==> src/rtl/refclk_ctrl_pkg.sv <==
// refclk_ctrl_pkg: shared types and sizing helpers for the refclk CEB controller. Rev 1.0
`default_nettype none

package refclk_ctrl_pkg;

  typedef enum logic [2:0] {
    S_IDLE    = 3'd0,
    S_HOLD    = 3'd1,
    S_SETTLE  = 3'd2,
    S_MEASURE = 3'd3,
    S_LOCKED  = 3'd4,
    S_FAULT   = 3'd5
  } state_t;

  localparam int c_RETRY_W = 4;

  // Timer must reach the longest of the three phase lengths minus one.
  function automatic int tmr_width(input int a, input int b, input int c);
    int m;
    m = (a > b) ? a : b;
    m = (m > c) ? m : c;
    return (m < 2) ? 1 : $clog2(m);
  endfunction

endpackage

`default_nettype wire

==> src/rtl/sync_rise_det.sv <==
// sync_rise_det: 2-FF synchronizer with a single-cycle rising-edge pulse. Rev 1.0
`default_nettype none

module sync_rise_det (
  input  logic i_clk,
  input  logic i_rstn,
  input  logic i_async,
  output logic o_rise
);

  logic r_meta;
  logic r_sync;
  logic r_prev;

  always_ff @(posedge i_clk) begin
    if (!i_rstn) begin
      r_meta <= 1'b0;
      r_sync <= 1'b0;
      r_prev <= 1'b0;
    end else begin
      r_meta <= i_async;
      r_sync <= r_meta;
      r_prev <= r_sync;
    end
  end

  assign o_rise = r_sync & ~r_prev;

endmodule

`default_nettype wire

==> src/rtl/refclk_ceb_ctrl.sv <==
// refclk_ceb_ctrl: CEB power-up sequencing and heartbeat-window qualification of a GT refclk. Rev 1.0
`default_nettype none

module refclk_ceb_ctrl
  import refclk_ctrl_pkg::*;
#(
  parameter int CEB_HOLD_CYC = 64,
  parameter int SETTLE_CYC   = 1024,
  parameter int WINDOW_CYC   = 4096,
  parameter int CNT_W        = 16,
  parameter int CNT_MIN      = 480,
  parameter int CNT_MAX      = 544,
  parameter int MAX_RETRY    = 3
) (
  input  logic                 CLK,
  input  logic                 RSTN,
  input  logic                 EN,
  input  logic                 HEARTBEAT,
  output logic                 CEB,
  output logic                 REFCLK_OK,
  output logic                 FAULT,
  output logic [CNT_W-1:0]     EDGE_CNT,
  output logic [c_RETRY_W-1:0] RETRY_CNT
);

  localparam int c_TMR_W = tmr_width(CEB_HOLD_CYC, SETTLE_CYC, WINDOW_CYC);
  localparam logic [c_TMR_W-1:0]   c_HOLD_LAST   = c_TMR_W'(CEB_HOLD_CYC - 1);
  localparam logic [c_TMR_W-1:0]   c_SETTLE_LAST = c_TMR_W'(SETTLE_CYC - 1);
  localparam logic [c_TMR_W-1:0]   c_WIN_LAST    = c_TMR_W'(WINDOW_CYC - 1);
  localparam logic [c_RETRY_W-1:0] c_RETRY_MAX   = c_RETRY_W'(MAX_RETRY);

  state_t               r_state;
  logic [c_TMR_W-1:0]   r_timer;
  logic [CNT_W-1:0]     r_cnt;
  logic                 w_rise;
  logic [CNT_W-1:0]     w_cnt_next;
  logic                 w_pass;
  logic                 w_win_end;
  logic [c_RETRY_W-1:0] w_retry_inc;

  sync_rise_det u_hb_sync (
    .i_clk   (CLK),
    .i_rstn  (RSTN),
    .i_async (HEARTBEAT),
    .o_rise  (w_rise)
  );

  always_comb begin
    w_cnt_next = r_cnt;
    if (w_rise && !(&r_cnt)) w_cnt_next = r_cnt + CNT_W'(1);
  end

  // Compared at 32 bits so a CNT_MAX beyond the counter range still works.
  assign w_pass      = (32'(w_cnt_next) >= 32'(CNT_MIN)) && (32'(w_cnt_next) <= 32'(CNT_MAX));
  assign w_win_end   = (r_timer == c_WIN_LAST);
  assign w_retry_inc = RETRY_CNT + c_RETRY_W'(1);

  always_ff @(posedge CLK) begin
    if (!RSTN) begin
      r_state   <= S_IDLE;
      r_timer   <= '0;
      r_cnt     <= '0;
      CEB       <= 1'b1;
      REFCLK_OK <= 1'b0;
      FAULT     <= 1'b0;
      EDGE_CNT  <= '0;
      RETRY_CNT <= '0;
    end else if (!EN) begin
      r_state   <= S_IDLE;
      r_timer   <= '0;
      r_cnt     <= '0;
      CEB       <= 1'b1;
      REFCLK_OK <= 1'b0;
      FAULT     <= 1'b0;
      RETRY_CNT <= '0;
    end else begin
      case (r_state)
        S_IDLE: begin
          r_state <= S_HOLD;
          r_timer <= '0;
          CEB     <= 1'b1;
        end
        S_HOLD: begin
          if (r_timer == c_HOLD_LAST) begin
            r_state <= S_SETTLE;
            r_timer <= '0;
            CEB     <= 1'b0;
          end else begin
            r_timer <= r_timer + c_TMR_W'(1);
          end
        end
        S_SETTLE: begin
          if (r_timer == c_SETTLE_LAST) begin
            r_state <= S_MEASURE;
            r_timer <= '0;
            r_cnt   <= '0;
          end else begin
            r_timer <= r_timer + c_TMR_W'(1);
          end
        end
        S_MEASURE, S_LOCKED: begin
          if (!w_win_end) begin
            r_timer <= r_timer + c_TMR_W'(1);
            r_cnt   <= w_cnt_next;
          end else begin
            r_timer  <= '0;
            r_cnt    <= '0;
            EDGE_CNT <= w_cnt_next;
            if (w_pass) begin
              r_state   <= S_LOCKED;
              REFCLK_OK <= 1'b1;
              RETRY_CNT <= '0;
            end else if (r_state == S_LOCKED) begin
              r_state   <= S_HOLD;
              CEB       <= 1'b1;
              REFCLK_OK <= 1'b0;
              RETRY_CNT <= c_RETRY_W'(1);
            end else begin
              RETRY_CNT <= w_retry_inc;
              CEB       <= 1'b1;
              if (w_retry_inc == c_RETRY_MAX) begin
                r_state <= S_FAULT;
                FAULT   <= 1'b1;
              end else begin
                r_state <= S_HOLD;
              end
            end
          end
        end
        S_FAULT: begin
          CEB   <= 1'b1;
          FAULT <= 1'b1;
        end
        default: r_state <= S_IDLE;
      endcase
    end
  end

endmodule

`default_nettype wire
==> config.mk <==
export PLATFORM = sky130hd
export DESIGN_NAME = refclk_ceb_ctrl
export DESIGN_NICKNAME = d
export VERILOG_FILES = /design/src/rtl/refclk_ctrl_pkg.sv /design/src/rtl/sync_rise_det.sv /design/src/rtl/refclk_ceb_ctrl.sv
export SDC_FILE = /design/constraint.sdc
export NUM_CORES = 1
export LEC_CHECK = 0
export CORE_MARGIN = 3
export CORE_UTILIZATION = 59
export CTS_CLUSTER_DIAMETER = 200
export DETAILED_ROUTE_END_ITERATION = 7
export GPL_ROUTABILITY_DRIVEN = 0
export PLACE_DENSITY = 0.91
export SYNTH_ARGS = -nofsm -noshare
export SYNTH_HDL_FRONTEND = slang
export SYNTH_SLANG_ARGS = --single-unit
==> constraint.sdc <==
create_clock -name CLK -period 3.4 [get_ports CLK]
set_input_delay 0.68 -clock CLK [delete_from_list [all_inputs] [get_ports CLK]]
set_output_delay 0.68 -clock CLK [all_outputs]
set_load 0.05 [all_outputs]
[After elaboration in Yosys (flattened, before gate mapping)]
Index checks and enable logic that the tools add are counted.
Cells by class
  add/subtract/negate cells: 3
  $lt $le $gt $ge: 2
  equality and inequality tests: 15
  multiplexer cells: 28
  bitwise operators: 3
  reduce and logical (&&, ||, !) cells: 20
Operators by type and width (count)
  2-to-1 mux 16 bit: 3
  one-hot mux 12 bit (4 select lines): 1
  2-to-1 mux 12 bit: 3
  one-hot mux 16 bit (2 select lines): 1
  2-to-1 mux 3 bit: 6
  adder 16 x 1 -> 16 bit, second input constant: 1
  >= comparator 16 x 9 -> 1 bit, second input constant: 1
  less-or-equal comparator 16 x 10 -> 1 bit, second input constant: 1
  AND reduction 16 bit: 1
  one-hot mux 3 bit (5 select lines): 1
  adder 12 x 1 -> 12 bit, second input constant: 1
  == test 12 x 10 -> 1 bit, second input constant: 1
  == test 12 bit, second input constant: 1
  == test 12 x 6 -> 1 bit, second input constant: 1
  != test 2 bit, second input constant: 6
  2-to-1 mux 1 bit: 9
  2-to-1 mux 4 bit: 2
  AND reduction 4 bit: 2
  == test 3 x 2 -> 1 bit, second input constant: 2
  == test 3 bit, second input constant: 2
  AND reduction 2 bit: 3
  AND reduction 3 bit: 2
  nonzero test 2 bit: 3
  AND reduction 5 bit: 1
  other kinds (13): 16
Storage, ports and cells
  register bits after elaboration: 57
  input port bits: 4

[Depth between registers and ports, before layout]
  depth in word-level cells: 9
  mapped depth: 10
  mapped depth without buffers: 8

[Cells and area by module]
From an unflattened synthesis, not the netlist that was laid out.
Unflattened totals
  cells, all modules: 398
  area total of the unflattened synthesis: 3223.1 µm²
By module, submodules not included
  refclk_ceb_ctrl: times used 1, cells each 391, area each 3130.5 µm², sequential area each 1081.0 µm²
  sync_rise_det: times used 1, cells each 7, area each 92.6 µm², sequential area each 60.1 µm²

[Worst setup path before layout]
No wires, ideal clock.
  path type: register -> register
  start: register r_cnt[1]
  end: register REFCLK_OK
  arrival: 2370 ps
  data required time: 3333 ps
  path slack: 963 ps
  stages on the path, launching flop included: 10
  buffers on the path: 1
  path through: dfxtp_1 -> ha_1 -> and4_4 -> and4_4 -> or3_4 -> a2111oi_4 -> a2bb2oi_2 -> buf_6 -> or3_1 -> a21oi_2
On the way
  word-level cells in the longest chain between the ends: 8
Ends and longest elaborated chain
  start: declaration: line refclk_ceb_ctrl.sv:34  | logic [CNT_W-1:0] r_cnt;
  start signal: assignment: line refclk_ceb_ctrl.sv:104  | r_cnt <= w_cnt_next;
  branches (longest 3 deep; another with adder 16 x 1 -> 16 bit)
  2-to-1 mux 16 bit *: line refclk_ceb_ctrl.sv:50  | if (w_rise && !(&r_cnt)) w_cnt_next = r_cnt + CNT_W'(1);
  >= comparator 16 x 9 -> 1 bit / less-or-equal comparator 16 x 10 -> 1 bit (equally long branches): line refclk_ceb_ctrl.sv:54  | assign w_pass = (32'(w_cnt_next) >= 32'(CNT_MIN)) && (32'(w_cnt_next) <= 32'(CNT_MAX));
  logical AND 1 bit *: line refclk_ceb_ctrl.sv:54
  nonzero test 2 bit (no source line)
  AND reduction 3 bit (no source line)
  end signal: assignment: line refclk_ceb_ctrl.sv:64  | REFCLK_OK <= 1'b0;
  end signal: assignment: line refclk_ceb_ctrl.sv:73  | REFCLK_OK <= 1'b0;
  end signal: assignment: line refclk_ceb_ctrl.sv:111  | REFCLK_OK <= 1'b1;
  end: declaration: line refclk_ceb_ctrl.sv:20  | output logic REFCLK_OK,
Every way passes the cells marked *.
A chain may end at the register's enable or synchronous reset.

[Worst setup path after layout]
  start: register r_cnt[0]
  end: register r_state[2]
On the way
  word-level cells in the longest chain between the ends: 9
Ends and longest elaborated chain
  branches (longest 3 deep; another with adder 16 x 1 -> 16 bit)
  2-to-1 mux 16 bit *: line refclk_ceb_ctrl.sv:50
  >= comparator 16 x 9 -> 1 bit / less-or-equal comparator 16 x 10 -> 1 bit (equally long branches): line refclk_ceb_ctrl.sv:54
  logical AND 1 bit *: line refclk_ceb_ctrl.sv:54
  2-to-1 mux 3 bit *: line refclk_ceb_ctrl.sv:109  | if (w_pass) begin
  2-to-1 mux 3 bit *: line refclk_ceb_ctrl.sv:102  | if (!w_win_end) begin
  one-hot mux 3 bit (5 select lines) *: line refclk_ceb_ctrl.sv:77  | case (r_state)
  end signal: assignment: line refclk_ceb_ctrl.sv:79  | r_state <= S_HOLD;
  end signal: assignment: line refclk_ceb_ctrl.sv:110  | r_state <= S_LOCKED;
  end signal: assignment: line refclk_ceb_ctrl.sv:114  | r_state <= S_HOLD;
  end: declaration: line refclk_ceb_ctrl.sv:32  | state_t r_state;
Every way passes the cells marked *. The select of a mux whose other input is x is not followed.

==> summary by stage <==
Timing
Hold timing on the final database bottoms out at a slack of 0.437 ns. The hold violation total from the final report is 0. The number of max-slew violations in the final report is 0. The actual slew at the worst max-slew pin is 0.707 ns. Setup repair after global routing left no endpoint under its margin. The highest clock rate is 344 MHz.

The headroom to the max-slew limit is 0.529. The final setup violation count is 0. Of the available clock period, the critical path in the final layout requires 0.854.

The clock arrives with 0.00953 ns of skew. The final setup TNS is 0 ns. In the post-route analysis, the smallest setup slack over all paths is 0.497 ns.

The clock period could shrink to 2.90 ns.

Clocking
The total number of H-tree levels is 3. In this run, post-CTS hold repair placed 0 buffers. After clock tree synthesis, the repair step resized 0 gates. The TritonCTS clock tree is yes. The root buffer cell chosen for the clock tree is clkbuf_8. The clock-pin slew on the worst setup and hold paths is 0.07 ns. The clock net sink count is 57. The clock latency of the later-clocked register in the worst-skew pair is 0.34 ns.

The number of clock buffers inserted by TritonCTS is 9. The clock tree buffer depth is 2. Buffers added to address setup during post-CTS repair amount to 0.

Floorplan
The die covers 6770 sq um. Measured along the x axis, the die boundary spans 82.3 microns. For this configuration, the core starts out at a cell density of 0.616. The core region area is 5570 sq um.

The die extent in y is 82.3 microns. The number of placed I/O pins is 27. Row generation in the floorplan step produced 27 rows.

Synthesis
The total number of yosys warnings is 0. After synthesis, the largest family of logic cells by area is simple AND/OR/NAND/NOR gates. The primary flip-flop cell chosen by synthesis mapping is dfxtp_1. The number of distinct library cell variants in the gate-level netlist after synthesis is 66. The fraction of registers with async set/reset is 0. The multiplexer area fraction after synthesis is 0.00947. For this run, the register share of the synthesized area comes to 0.332. The mean instance size in the synthesized netlist is 7.68 sq um. The xor/xnor cell area share of the yosys netlist is 0.0255. The number of enable-type register cells in the synthesized netlist is 0. Of the total synthesized cell area, the portion taken by AND, OR, NAND and NOR gates is 0.322. Counting every instance in the synthesized netlist gives 447. After synthesis the netlist holds a flip-flop and latch count of 57.

In this run the cell area of the synthesized design comes to 3430 sq um. The net count of the mapped netlist is 455. Of the total synthesized cell area, the portion taken by full adders, half adders and majority gates is 0.0175.

The synthesized-area fraction occupied by ao, oa, aoi and oai cells is 0.235.

Routing
The count of vias placed by the detailed router is 3532. For this run, design rule violations remaining after detail routing come to 0. Dividing the detail-routed via count by the number of cells gives 6.58. The number of iterations in the first detailed-routing pass is 7. The routed length per placed instance is 16.0 microns.

The final wirelength is 8.58 mm. The iteration-0 DRC count of the detailed router is 532. Once detail routing completed, the nets flagged for antenna violations numbered 0.

Setup path
The required time at the worst-slack endpoint is 3.66 ns. The family of cells with the greatest summed delay on the critical path is compound AO/OA/AOI/OAI gates. For this run, the slowest stage of the critical path takes 0.49 ns. The slowest cell on the critical path is dfxtp_1. The capturing point of the worst reg2reg path is r_state[2]. STA classifies the critical path endpoint as a flip-flop. The critical path goes through ha_1 > nand3_2 > nor3_1 > mux2i_1 > o2111ai_1 > a2bb2oi_2 > o31a_1 > nor4b_2.

Tracing the worst setup path back leads to its startpoint at r_cnt[0]. The worst register-to-register path begins at r_cnt[0]. The critical path start-end classification is flip-flop to flip-flop. The combined buffer and inverter count along the critical path is 0. The cell depth of the worst flop-to-flop path is 8.

The critical path depth in cells is 8. The largest fanout of any net on the critical path is 11. The kind of launch point of the worst setup path is a flip-flop. STA puts the critical path data arrival time at 3.16 ns. The minimum setup slack among reg-to-reg paths is 0.50 ns. The critical path ends at r_state[2].

Job
Across the run, the number of max-cap violations was 0.

Hold path
The worst min-delay path class is flip-flop to flip-flop.

GRT
The remaining global-route overflow is 0. Across every metal layer, demand over resource in global routing totals 0.264. The number of antenna violations at the first check in global routing is 0. The maximum number of pins on one net before global-route repair is 27. The first-pass GRT wire length is 14.0 mm. The via count of the first global-routing pass is 3050.

Power
The largest voltage drop on the vdd net is 0.193 mV. Dividing total power by cell area gives a power density of 348 nW/um^2. For this design the static power due to leakage is 0.00115 uW.

Final layout
The final-stage net count is 468. Of the cells placed in the final design, the portion with a size suffix greater than 1 is 0.0860. The antenna diode instance count is 0. From synthesis to final layout, the design area changed by 12.2%. Counting the fill cells in the layout gives 444.

Placement
The detailed placement HPWL is 6.05 mm. During placement, the flow inserted port buffers numbering 26. The placement-stage worst setup slack is 0.581 ns.

Run status
The run finished with clean final reports.
-- placed cells by master, fill, tap and decap left out, types with 4 or more instances in the layout --
| master | count |
|---|---|
| and3_1 | 7 |
| and2_1 | 11 |
| a21oi_1 | 39 |
| nand3_1 | 14 |
| nor2b_1 | 7 |
| ha_1 | 4 |
| or3_1 | 5 |
| nand2b_1 | 5 |
| nor2_1 | 55 |
| clkdlybuf4s50_1 | 26 |
| inv_1 | 8 |
| clkbuf_8 | 10 |
| xnor2_1 | 8 |
| a31oi_1 | 6 |
| dfxtp_1 | 57 |
| nand2_1 | 44 |
| nor3b_1 | 6 |
| nor3_1 | 18 |
| nor4_1 | 7 |
| o21ai_1 | 7 |
| clkinv_2 | 4 |
| a311oi_1 | 4 |
| nand4_1 | 10 |
| a211oi_1 | 16 |
| o21ai_0 | 22 |
| buf_4 | 6 |
-- layout make-up --
class                      instances  area, sq um  area share
clock buffer                      10          138      0.0357
clock inverter                     6         57.6      0.0149
inverter                           8         30.0     0.00779
multi-input combinational        352         2090       0.543
sequential                        57         1140       0.296
tap                               72         90.1      0.0234
timing repair buffer              32          305      0.0792
-- stage by stage --
step	instances	total power [uW]	utilization	area, sq um
CTS	537	1350	0.692	3850
detailed placement	521	735	0.657	3660
global placement	521	733	0.657	3660
finish	537	1340	0.692	3850
floorplan	447	720	-	3430
global route	537	1380	0.692	3850
-- power breakdown --
| group | internal, uW | switching (uW) |
|---|---|---|
| Clock | 352 | 270 |
| Combinational | 17.2 | 28.3 |
| Sequential | 670 | 4.59 |
-- cells in the mapped netlist (6+ instances only) --
cell type | instances | area [sq um]
a211oi_1 | 16 | 120
a21oi_1 | 39 | 195
a31oi_1 | 6 | 37.5
and2_1 | 11 | 68.8
and3_1 | 7 | 43.8
buf_2 | 7 | 35.0
clkbuf_1 | 14 | 52.6
dfxtp_1 | 57 | 1140
inv_1 | 8 | 30.0
nand2_1 | 44 | 165
nand3_1 | 14 | 70.1
nand4_1 | 10 | 62.6
nor2_1 | 55 | 206
nor2b_1 | 7 | 43.8
nor3_1 | 18 | 90.1
nor3b_1 | 6 | 45.0
nor4_1 | 7 | 43.8
o21ai_0 | 22 | 110
o21ai_1 | 7 | 35.0
xnor2_1 | 8 | 70.1
-- layer usage --
metal | GRT usage | vias up | share of wire
met1 | 0.346 | 1601 | 0.42
met2 | 0.410 | 219 | 0.45
met4 | 0.128 | 0 | 0.038
met3 | 0.0575 | 48 | 0.096
met5 | 0 | - | 0
li1 | - | 1664 | -
-- how the worst min path moves through the flow --
stage                      from                to  cells past startpoint
2_1_floorplan  u_hb_sync.r_meta  u_hb_sync.r_sync                      1
3_3_place_gp   u_hb_sync.r_meta  u_hb_sync.r_sync                      1
3_5_place_dp   u_hb_sync.r_meta  u_hb_sync.r_sync                      1
4_1_cts        u_hb_sync.r_meta  u_hb_sync.r_sync                      1
5_1_grt        u_hb_sync.r_meta  u_hb_sync.r_sync                      1
6_report       u_hb_sync.r_meta  u_hb_sync.r_sync                      1
-- sequential cells by signal, summed over array words and instances, names as in the netlist --
register and flops:
r_timer 12, CEB 1, RETRY_CNT 4, r_state 3, EDGE_CNT 16, FAULT 1
u_hb_sync.r_sync 1, u_hb_sync.r_prev 1, u_hb_sync.r_meta 1, r_cnt 16, REFCLK_OK 1
-- cells by family (layout without fill, tap and decap cells) --
kind of cell	Yosys count	after routing
xor+xnor	10	10
simple gates	210	210
fa+ha+maj	5	5
compound gates	124	124
buf+inv	38	56
flops	57	57
mux	3	3
Power figures use the tool's default switching activity.
